==> config.mk <==
export PLATFORM = sky130hd
export DESIGN_NAME = mmio_uart_tx
export DESIGN_NICKNAME = d
export VERILOG_FILES = /design/src/rtl/mmio_uart_tx.sv
export SDC_FILE = /design/constraint.sdc
export NUM_CORES = 1
export LEC_CHECK = 0
export CORE_ASPECT_RATIO = 0.5
export CORE_MARGIN = 1
export CORE_UTILIZATION = 55
export CTS_CLUSTER_SIZE = 40
export DETAILED_ROUTE_END_ITERATION = 6
export PLACE_DENSITY = 0.87
export SYNTH_ARGS = -nofsm -noshare
export SYNTH_HDL_FRONTEND = slang
export SYNTH_SLANG_ARGS = --single-unit
==> constraint.sdc <==
create_clock -name CLK100MHZ -period 4.6 [get_ports CLK100MHZ]
set_input_delay 0.69 -clock CLK100MHZ [delete_from_list [all_inputs] [get_ports CLK100MHZ]]
set_output_delay 0.69 -clock CLK100MHZ [all_outputs]
set_load 0.01 [all_outputs]
==> src/rtl/mmio_uart_tx.sv <==
// Memory-mapped 8N1 UART transmitter.
// A CPU store to TXDATA queues a byte in a circular TX FIFO. A serialiser
// drains the FIFO onto uart_rxd_out. STATUS reports the FIFO fill level and
// the sticky overflow flag, plus busy, empty and full. A store to STATUS
// clears the overflow flag.
//
// state  | meaning
// -------+---------------------------------------------------------------
// IDLE   | line high; pops the FIFO head into the shift register if any
// START  | start bit (line low) for CLKS_PER_BIT clocks
// DATA   | 8 data bits, LSB first, CLKS_PER_BIT clocks each
// STOP   | stop bit (line high) for CLKS_PER_BIT clocks
//
// The line is driven from a register fed by the output decode of the current
// state. The serial waveform therefore trails the FSM state by one clock.
// This gives the two-edge store-to-start-bit latency and a glitch-free
// output pin.

module mmio_uart_tx #(
    parameter int          CLKS_PER_BIT = 868,
    parameter int          FIFO_DEPTH   = 16,
    parameter logic [31:0] BASE_ADDR    = 32'h0000_2000
) (
    input  logic        CLK100MHZ,
    input  logic        rst,
    input  logic        bus_we,
    input  logic        bus_re,
    input  logic [31:0] bus_addr,
    input  logic [31:0] bus_wdata,
    output logic        bus_sel,
    output logic [31:0] bus_rdata,
    output logic        uart_rxd_out,
    output logic        tx_busy
);

    localparam int PTR_W  = $clog2(FIFO_DEPTH);
    localparam int CNT_W  = PTR_W + 1;
    localparam int BAUD_W = $clog2(CLKS_PER_BIT);

    localparam logic [BAUD_W-1:0] BAUD_LAST = BAUD_W'(CLKS_PER_BIT - 1);
    localparam logic [CNT_W-1:0]  DEPTH_CNT = CNT_W'(FIFO_DEPTH);
    localparam logic [29:0]       TX_WORD   = BASE_ADDR[31:2];
    localparam logic [29:0]       ST_WORD   = BASE_ADDR[31:2] + 30'd1;

    typedef enum logic [1:0] {
        S_IDLE  = 2'd0,
        S_START = 2'd1,
        S_DATA  = 2'd2,
        S_STOP  = 2'd3
    } state_t;

    state_t state_q, state_d;

    logic [7:0]        mem_q [FIFO_DEPTH];
    logic [PTR_W-1:0]  wr_ptr_q, rd_ptr_q;
    logic [CNT_W-1:0]  count_q, count_d;
    logic              overflow_q;

    logic [BAUD_W-1:0] baud_q;
    logic [2:0]        bit_idx_q;
    logic [7:0]        shift_q;
    logic              line_q, line_d;

    logic sel_tx, sel_st;
    logic push_req, push, pop;
    logic fifo_empty, fifo_full;
    logic baud_done;
    logic busy;
    logic [4:0]  count_field;
    logic [31:0] status_word;

    // Address decode ignores the byte lane bits so sb/sh/sw all hit the register
    assign sel_tx  = (bus_addr[31:2] == TX_WORD);
    assign sel_st  = (bus_addr[31:2] == ST_WORD);
    assign bus_sel = sel_tx | sel_st;

    assign fifo_empty = (count_q == '0);
    assign fifo_full  = (count_q == DEPTH_CNT);

    // A pop happens exactly when the FSM sits in IDLE with data waiting. A push
    // into a full FIFO is still legal in that cycle because a slot frees up.
    assign pop      = (state_q == S_IDLE) && !fifo_empty;
    assign push_req = bus_we && sel_tx;
    assign push     = push_req && (!fifo_full || pop);

    assign baud_done = (baud_q == BAUD_LAST);

    // FIFO occupancy next-state
    always_comb begin
        count_d = count_q;
        case ({push, pop})
            2'b10:   count_d = count_q + CNT_W'(1);
            2'b01:   count_d = count_q - CNT_W'(1);
            default: count_d = count_q;
        endcase
    end

    // FIFO pointers, occupancy and sticky overflow flag
    always_ff @(posedge CLK100MHZ) begin
        if (rst) begin
            wr_ptr_q   <= '0;
            rd_ptr_q   <= '0;
            count_q    <= '0;
            overflow_q <= 1'b0;
        end else begin
            if (push) wr_ptr_q <= wr_ptr_q + PTR_W'(1);
            if (pop)  rd_ptr_q <= rd_ptr_q + PTR_W'(1);
            count_q <= count_d;
            if (bus_we && sel_st)
                overflow_q <= 1'b0;
            else if (push_req && !push)
                overflow_q <= 1'b1;
        end
    end

    // FIFO storage; contents are don't-care once the pointers are reset
    always_ff @(posedge CLK100MHZ) begin
        if (push) mem_q[wr_ptr_q] <= bus_wdata[7:0];
    end

    // FSM state register
    always_ff @(posedge CLK100MHZ) begin
        if (rst) state_q <= S_IDLE;
        else     state_q <= state_d;
    end

    // FSM next-state logic
    always_comb begin
        state_d = state_q;
        case (state_q)
            S_IDLE:  if (!fifo_empty) state_d = S_START;
            S_START: if (baud_done) state_d = S_DATA;
            S_DATA:  if (baud_done && (bit_idx_q == 3'd7)) state_d = S_STOP;
            S_STOP:  if (baud_done) state_d = S_IDLE;
            default: state_d = S_IDLE;
        endcase
    end

    // FSM output decode: serial level for the current state
    always_comb begin
        line_d = 1'b1;
        case (state_q)
            S_IDLE:  line_d = 1'b1;
            S_START: line_d = 1'b0;
            S_DATA:  line_d = shift_q[0];
            S_STOP:  line_d = 1'b1;
            default: line_d = 1'b1;
        endcase
    end

    // Baud counter, bit index and shift register
    always_ff @(posedge CLK100MHZ) begin
        if (rst) begin
            baud_q    <= '0;
            bit_idx_q <= '0;
            shift_q   <= '0;
        end else begin
            if (state_q == S_IDLE || baud_done)
                baud_q <= '0;
            else
                baud_q <= baud_q + BAUD_W'(1);

            if (pop)
                shift_q <= mem_q[rd_ptr_q];
            else if (state_q == S_DATA && baud_done)
                shift_q <= {1'b0, shift_q[7:1]};

            if (state_q == S_START)
                bit_idx_q <= '0;
            else if (state_q == S_DATA && baud_done)
                bit_idx_q <= bit_idx_q + 3'd1;
        end
    end

    // Registered serial output; reset forces the line idle on the next edge
    always_ff @(posedge CLK100MHZ) begin
        if (rst) line_q <= 1'b1;
        else     line_q <= line_d;
    end

    assign uart_rxd_out = line_q;

    assign busy    = (state_q != S_IDLE) || !fifo_empty;
    assign tx_busy = busy;

    assign count_field = 5'(count_q);
    assign status_word = {23'd0, count_field, overflow_q, busy, fifo_empty, fifo_full};

    // Read mux: only a STATUS load returns data, everything else reads zero
    always_comb begin
        bus_rdata = 32'd0;
        if (bus_re && sel_st) bus_rdata = status_word;
    end

endmodule

# Word level (Yosys, flattened, before mapping)
# Memories as Yosys holds them, arrays and structs flattened. A register that Yosys moved wholly into a read port is not among the register bits.
# Index checks and enable logic that the tools add are counted.
# Widths: inputs -> output; s select.
totals:
  register_bits: 38
  word_cells: 69
  ram_bits: 128
  latch_bits: 0
  mem_bits_ro: 0
  memories: 1
  in_bits: 68
  output_inout_bits: 35
classes:
  n_shift: 0
  add_sub_neg: 6
  multipliers: 0
  div_mod_pow: 0
  n_eq_ne: 14
  reduce_logical: 24
  magnitude_cmp: 0
  n_mux: 14
  n_bitwise: 1
memory_table:
  columns: ["memory", "words", "width", "read_ports", "rd_clocked_by_memory_dff", "wr", "line_no", "text"]
  rows:
  - ["mem_q", 16, 8, 1, 1, 1, "54", "logic [7:0] mem_q [FIFO_DEPTH];"]
ops:
  columns: ["cell", "n"]
  rows:
  - ["$eq 30x12->1 const B", 2]
  - ["$mux 8", 2]
  - ["$add 10x1->10 const B", 1]
  - ["$eq 10x10->1 const B", 1]
  - ["$pmux 5 s2", 1]
  - ["$mux 9", 1]
  - ["$add 4x1->4 const B", 2]
  - ["$logic_and 1x1->1", 8]
  - ["$mux 2", 4]
  - ["$mux 4", 2]
  - ["$ne 2x2->1 const B", 4]
  - ["$pmux 2 s4", 1]
  - ["$reduce_or 2->1", 4]
  - ["$eq 2x2->1 const B", 3]
  - ["$reduce_bool 2->1", 3]
  - ["$add 5x1->5 const B", 1]
  - ["$eq 5x5->1 const B", 1]
  - ["$logic_not 5->1", 1]
  - ["$sub 5x1->5 const B", 1]
  - ["$eq 2x1->1 const B", 2]
  - ["$reduce_and 4->1", 1]
  - ["$add 3x1->3 const B", 1]
  - ["$eq 3x3->1 const B", 1]
  - ["$logic_not 1->1", 3]
  - ["5 further kinds", 8]

# Logic depth before layout (Yosys ltp)
# Gate-level depths: netlist (run 1).
depth:
  ltp_word: 7
  depth_mapped: 15
  depth_no_buf: 12

# Least setup slack after synthesis (run 1)
# No wires, ideal clock.
synth_timing:
  path_kind: "input to register"
  start: "input bus_addr[28]"
  end: "register count_q[4] (netlist: count_field[4])"
  arrival_time_ps: 3506
  path_buffers: 3
  t_required_ps: 4477
  slack_ps: 970
  setup_time_ps: 123
  path_stages: 13
  cell_sequence: "nor4_2 > nand4_2 > or4_1 > buf_2 > buf_6 > ha_1 > clkbuf_1 > xor2_1 > ha_1 > a21oi_1 > or3_1 > a31oi_1 > mux2_1"
synth_between:
  elab_chain_len: 5
  elab_cells_between_ends: 7
  classes_between: "3 x eq/ne; 1 x mux; 3 x reduce/logical"
synth_lines:
  columns: ["item", "line_no", "text"]
  rows:
  - ["from (decl)", "28", "input logic [31:0] bus_addr,"]
  - ["$eq 30x12->1 *", "73", "assign sel_tx = (bus_addr[31:2] == TX_WORD);"]
  - ["$logic_and 1x1->1 *", "83", "assign push_req = bus_we && sel_tx;"]
  - ["$logic_and 1x1->1 *", "84", "assign push = push_req && (!fifo_full || pop);"]
  - ["$eq 2x1->1 / $eq 2x2->1 (equally long branches)", "91", "case ({push, pop})"]
  - ["$pmux 5 s2 / $reduce_bool 2->1 (equally long branches)", null, null]
  - ["to (signal assigned)", "108", "count_q <= count_d;"]
  - ["to (decl)", "56", "logic [CNT_W-1:0] count_q, count_d;"]
# Mark *: on every way between the ends. The rest lies on a longest branch, timed or not.
# A chain may end at the register's enable or synchronous reset.

# Final worst setup path (run 1)
layout_timing:
  start: "input bus_addr[15]"
  end: "output bus_rdata[1]"
layout_between:
  elab_chain_len: 3
layout_lines:
  columns: ["item", "line_no", "text"]
  rows:
  - ["$eq 30x12->1", "74", "assign sel_st = (bus_addr[31:2] == ST_WORD);"]
  - ["$logic_and 1x1->1", "192", "if (bus_re && sel_st) bus_rdata = status_word;"]
  - ["$mux 9", "192", null]
  - ["to (decl)", "31", "output logic [31:0] bus_rdata,"]
# No other way between the ends.

==> results of run 1 <==
-- power by group --
group	switching [mW]	total, mW	internal, mW
registers	0.0847	1.79	1.70
logic	0.350	0.625	0.275
clock network	0.585	1.32	0.740
total	1.02	3.74	2.72
-- cell families (layout without fill, tap and decap cells) --
group                    Yosys count  in the layout  synth area share (%)
XOR/XNOR                          15             15                  1.78
multiplexers                      65             65                  14.3
buffers and inverters             60            118                  4.43
other                              1             23                0.0507
flip-flops                       170            170                  63.3
AND/OR/NAND/NOR                  124            124                  9.49
adder cells (fa/ha/maj)           15             15                  2.54
AO/OA/AOI/OAI                     42             42                  4.09
-- registers in the layout, summed over array words and instances, names as in the netlist, 2 cells and up, named ones only --
signal / count
mem_q: 128
baud_q: 10
shift_q: 8
count_field: 5
rd_ptr_q: 4
wr_ptr_q: 4
bit_idx_q: 3
state_q: 2
-- stage by stage --
step                      std cells  hold WS, ns  total power, mW  utilization, %
final                           742        0.482             3.74            67.0
after global routing            742        0.500             3.88            67.0
after CTS                       742        0.485             3.74            67.0
after detailed placement        711        0.470             2.42            62.9
after global placement          711        0.461             2.39            62.9
after floorplan                 514        0.432             2.24               -
-- path summary, 6_finish.rpt --
check / start / slack, ns / to
setup / recovery: bus_addr[15] / 0.89 / bus_rdata[1]
hold / removal: overflow_q / 0.48 / overflow_q
setup reg to reg: count_field[0] / 1.32 / count_field[4]
hold reg to reg: overflow_q / 0.48 / overflow_q
-- layer usage --
layer | global-route usage (%) | vias to the layer above
met4 | 8.50 | 0
li1 | - | 1985
met5 | 0 | -
met2 | 43.0 | 235
met1 | 30.8 | 2255
met3 | 6.31 | 24
-- layout make-up --
cell class,count,share of cell area (%)
Clock buffer,20,5.06
Clock inverter,11,1.10
Inverter,15,0.653
Multi-Input combinational cell,284,28.6
Sequential cell,170,54.3
Tap cell,170,2.47
Timing Repair Buffer,72,7.80
-- placed cells by master (no fill, tap or decap), drive strengths merged, types with 5 or more instances in the layout --
| cell type | n |
|---|---|
| xor2 | 9 |
| buf | 19 |
| nand4 | 7 |
| mux4 | 32 |
| o21ai | 12 |
| o22a | 7 |
| nor4 | 15 |
| dfxtp | 42 |
| inv | 18 |
| and2 | 8 |
| conb | 23 |
| xnor2 | 6 |
| mux2i | 28 |
| nor2 | 33 |
| clkdlybuf4s50 | 53 |
| edfxtp | 128 |
| clkbuf | 20 |
| ha | 15 |
| nor2b | 6 |
| mux2 | 5 |
| nand2 | 7 |
| nor3 | 21 |
| nand3 | 9 |
-- worst register-to-register path: stages (launching register included) --
cell and delay (ns):
dfxtp_1 0.38, nor4_1 0.77, a21oi_1 0.33, ha_1 0.38, xor2_1 0.18, ha_1 0.16, a21oi_1 0.07, or3_1 0.38
a31oi_1 0.18, mux2_1 0.33
==> flow_summary.toml, run 1 <==
[clock_network]
cts-hold-fix-buffers = 0
clock_latency_ns = 0.42
clk_path_buf_depth = 2
tritoncts = "done"
cts_root_buf = "clkbuf_16"
cts_resized = 0
tritoncts_num_sinks = 170
h-tree-depth = 4
clk_pin_slew_ns = 0.06
cts_made_buffers = 17
postCtsSetupBuffers = 0

[placed_design]
place.detailed.hpwl_mm = 9.54
dp_slack_ns = 0.476
numPortBuffers = 53
gp_congestion = 0.810
place_area_um2 = 8100

[setup_path]
cp_max_fo = 7
endpoint_kind = "output port"
crit_slowest_cell = "clkdlybuf4s50_1"
crit_buf_inv = 2
crit_required_ns = 3.91
r2r_cells = 9
crit_arrival_ns = 3.02
crit_top_cell = "clkdlybuf4s50_1"
cp_slowest_stage_delay_ns = 0.53
cp.depth = 6
critical-path-top-delay-family = "simple AND/OR/NAND/NOR gates"
startpoint_type = "input port"
path_cells = "clkdlybuf4s50_1 > nor4b_2 > nand4_1 > nor3_1 > and3_1 > clkdlybuf4s50_1"
setup.worst_path.class = "input port to output port"

[route]
drtAntennaViolNets = 0
top_layer_used = "met4"
firstDrtPassIters = 7
dr_total_vias = 4499
vias_per_cell = 6.06
routed_wl_mm = 16.3
routedWlPerCell_um = 21.9
met1_length_mm = 6.33
met3_length_mm = 1.35
route.met2.wl_mm = 8.37
drt_iter0_markers = 622
drc = 9

[floorplanning]
initial_utilization_pct = 57.4
fp-row-count = 29
coreArea_um2 = 12900
die_y_um = 84.0
die_w_um = 166
io_pins = 103
die_area_um2 = 13900

[sta]
final_max_slew_viol_count = 0
rsz0062_at_grt = "false"
setup_tns_ns = 0
hold_viol_final = 0
slew_headroom_pct = 26.3
finalCritPeriodShare_pct = 80.7
max_freq_mhz = 269
setup_slack_ns = 0.887
period_needed_ns = 3.71
setup_viol = 0
tightest_slew_ns = 1.10
finClkSkew_ns = 0.00833

[min_path]
hold_path_depth = 1
hp-class = "flip-flop to flip-flop"

[outcome]
failed_checks = "design-rule violations"
status = "finished with violations"

[synth]
synth_top_cell_by_area = "edfxtp_1"
ys_ff_latch = 170
synth_common_cells = "edfxtp_1 (128), dfxtp_1 (42), nor2_1 (33), mux4_2 (32), mux2i_1 (28)"
synth_area_um2 = 7400
synth.top_cell.area_share_pct = 52.0
synth_edf_count = 128
ys_top_cells_by_area = "edfxtp_1 (52%), dfxtp_1 (11%), mux4_2 (9.7%), mux2i_1 (3.8%), ha_1 (2.5%)"
async_flop_share_pct = 0
yosysMostFrequentCell = "edfxtp_1"
avgSynthCellArea_um2 = 15.0
ys_seq_area_share_pct = 63.3
yosys.cell_types.count = 57
ys.flop_type = "edfxtp_1"
ys_warn_count = 0
synthCells = 492

[power]
peakVddDrop_v = 0.000341
power_density_nw_per_um2 = 433
leakagePower_nw = 2.85

[finish]
area_growth_pct = 16.6
fill_cells = 828
fin_area_um2 = 8630
antenna_cells = 0
multiInputGateArea_um2 = 2470
ff_latch_area_um2 = 4690
final_nets = 643
drive_gt1_share_pct = 15.6

[global_route]
grt_overflow = 0
grt_start_max_net_pins = 33
grt_usage_pct = 24.9
grt_pass1_wl_mm = 25.4
grt_pass1_vias = 4537
antenna_found_initial = 0

[job]
max-cap-violations = 0
Power figures use the tool's default switching activity.
==> run 2: changes to the inputs <==
Clock period 4.6 ns to 3.48 ns, I/O delays scaled along.
==> run 2 against run 1 <==
Net effect:
- the flow still finishes with violations (design-rule violations)
- hold slack better by 0.014 ns
- design area grew 1.0%
- clock power up 36%
- wire length fell by 0.38%
- first-iteration DRC count increased by 0.16%
- combinational power rose by 44%
- clock-buffer cell count did not move
==> flow_summary.toml, run 2 (synthesized netlist as in run 1, its figures left out) <==
[sta]
rsz0062_at_grt = "false"
max_freq_mhz = 302
slew_headroom_pct = 27.0
final_max_slew_viol_count = 0
tightest_slew_ns = 1.09
hold_viol_final = 0
finalCritPeriodShare_pct = 95.1
setup_viol = 0
finClkSkew_ns = 0.00912
setup_tns_ns = 0
period_needed_ns = 3.31
setup_slack_ns = 0.170
holdWs_ns = 0.496

[placed_design]
place_inst = 720
gp_congestion = 0.811
place_area_um2 = 8160
place.detailed.hpwl_mm = 9.62
numPortBuffers = 53
dp_slack_ns = -0.248

[setup_path]
crit_arrival_ns = 2.79
r2r_cells = 10
setup.worst_path.class = "input port to output port"
endpoint_kind = "output port"
crit_required_ns = 2.96
startpoint_type = "input port"
cp_max_fo = 3

[clock_network]
clock_latency_ns = 0.43
postCtsSetupBuffers = 0
h-tree-depth = 4
clk_path_buf_depth = 2
cts_resized = 0
cts_made_buffers = 17
cts_root_buf = "clkbuf_16"
tritoncts_num_sinks = 170
clk_pin_slew_ns = 0.06
tritoncts = "done"
cts-hold-fix-buffers = 0

[finish]
area_growth_pct = 17.8
final_common_cell = "edfxtp_1"
top_register = "mem_q"
final_cell_mix = "edfxtp_1 (128), clkdlybuf4s50_1 (53), dfxtp_1 (41), nor2_1 (33), mux4_2 (32)"
fin_util_pct = 67.7
largestRegisters = "mem_q x128, baud_q x10, shift_q x8"
drive_gt1_share_pct = 17.2
final_cells = 752
fin_area_um2 = 8720
largest_reg_flops = 128
antenna_cells = 0
final_nets = 652

[floorplanning]
fp-row-count = 29
die_y_um = 84.0
coreArea_um2 = 12900
die_area_um2 = 13900
die_w_um = 166
initial_utilization_pct = 57.4
io_pins = 103

[route]
drc = 9
dr_total_vias = 4519
drt_iter0_markers = 623
firstDrtPassIters = 7
routed_wl_mm = 16.2
routedWlPerCell_um = 21.6
vias_per_cell = 6.01
drtAntennaViolNets = 0

[min_path]
hold_path_depth = 1
hp-class = "flip-flop to flip-flop"

[job]
max-cap-violations = 0

[power]
leakagePower_nw = 2.90
power_mw = 5.06
peakVddDrop_v = 0.000316
power_density_nw_per_um2 = 580

[outcome]
failed_checks = "design-rule violations"
status = "finished with violations"

[global_route]
grt_start_max_net_pins = 33
antenna_found_initial = 0
grt_usage_pct = 24.3
grt_pass1_wl_mm = 24.8
grt_pass1_vias = 4587
grt_overflow = 0
[run 2: path summary, 6_finish.rpt]
path / startpoint / to / slack [ns]
setup / recovery: bus_addr[15] / bus_rdata[0] / 0.17
setup reg to reg: count_field[2] / count_field[4] / 0.36
hold reg to reg: baud_q[0] / baud_q[0] / 0.50
hold / removal: baud_q[0] / baud_q[0] / 0.50
[run 2: metal layers]
layer	vias up	global-route usage (%)	wire, um
met3	43	6.69	1420
met2	257	40.6	7870
met4	0	10.6	430
met1	2210	30.0	6480
met5	-	0	0
li1	2009	-	-
[run 2: power by group]
part / switching [mW] / internal (mW) / total, mW
logic: 0.484 / 0.415 / 0.899
registers: 0.109 / 2.25 / 2.36
clock network: 0.804 / 0.995 / 1.80
total: 1.40 / 3.66 / 5.06
[run 2: area by class of cell]
cell class	count	area [um^2]
clock buffers	20	437
well taps	170	213
flip-flops and latches	170	4690
clock inverters	12	118
repair buffers	81	741
multi-input cells	284	2470
inverters	15	56.3
fillers	814	4160
[run 2: worst max-delay path: stages]
cell and delay (ns):
clkdlybuf4s50_1 0.42, nor4b_2 0.40, nand4_1 0.16, buf_4 0.18, nor4_1 0.39, and2_1 0.18
clkdlybuf4s50_1 0.53
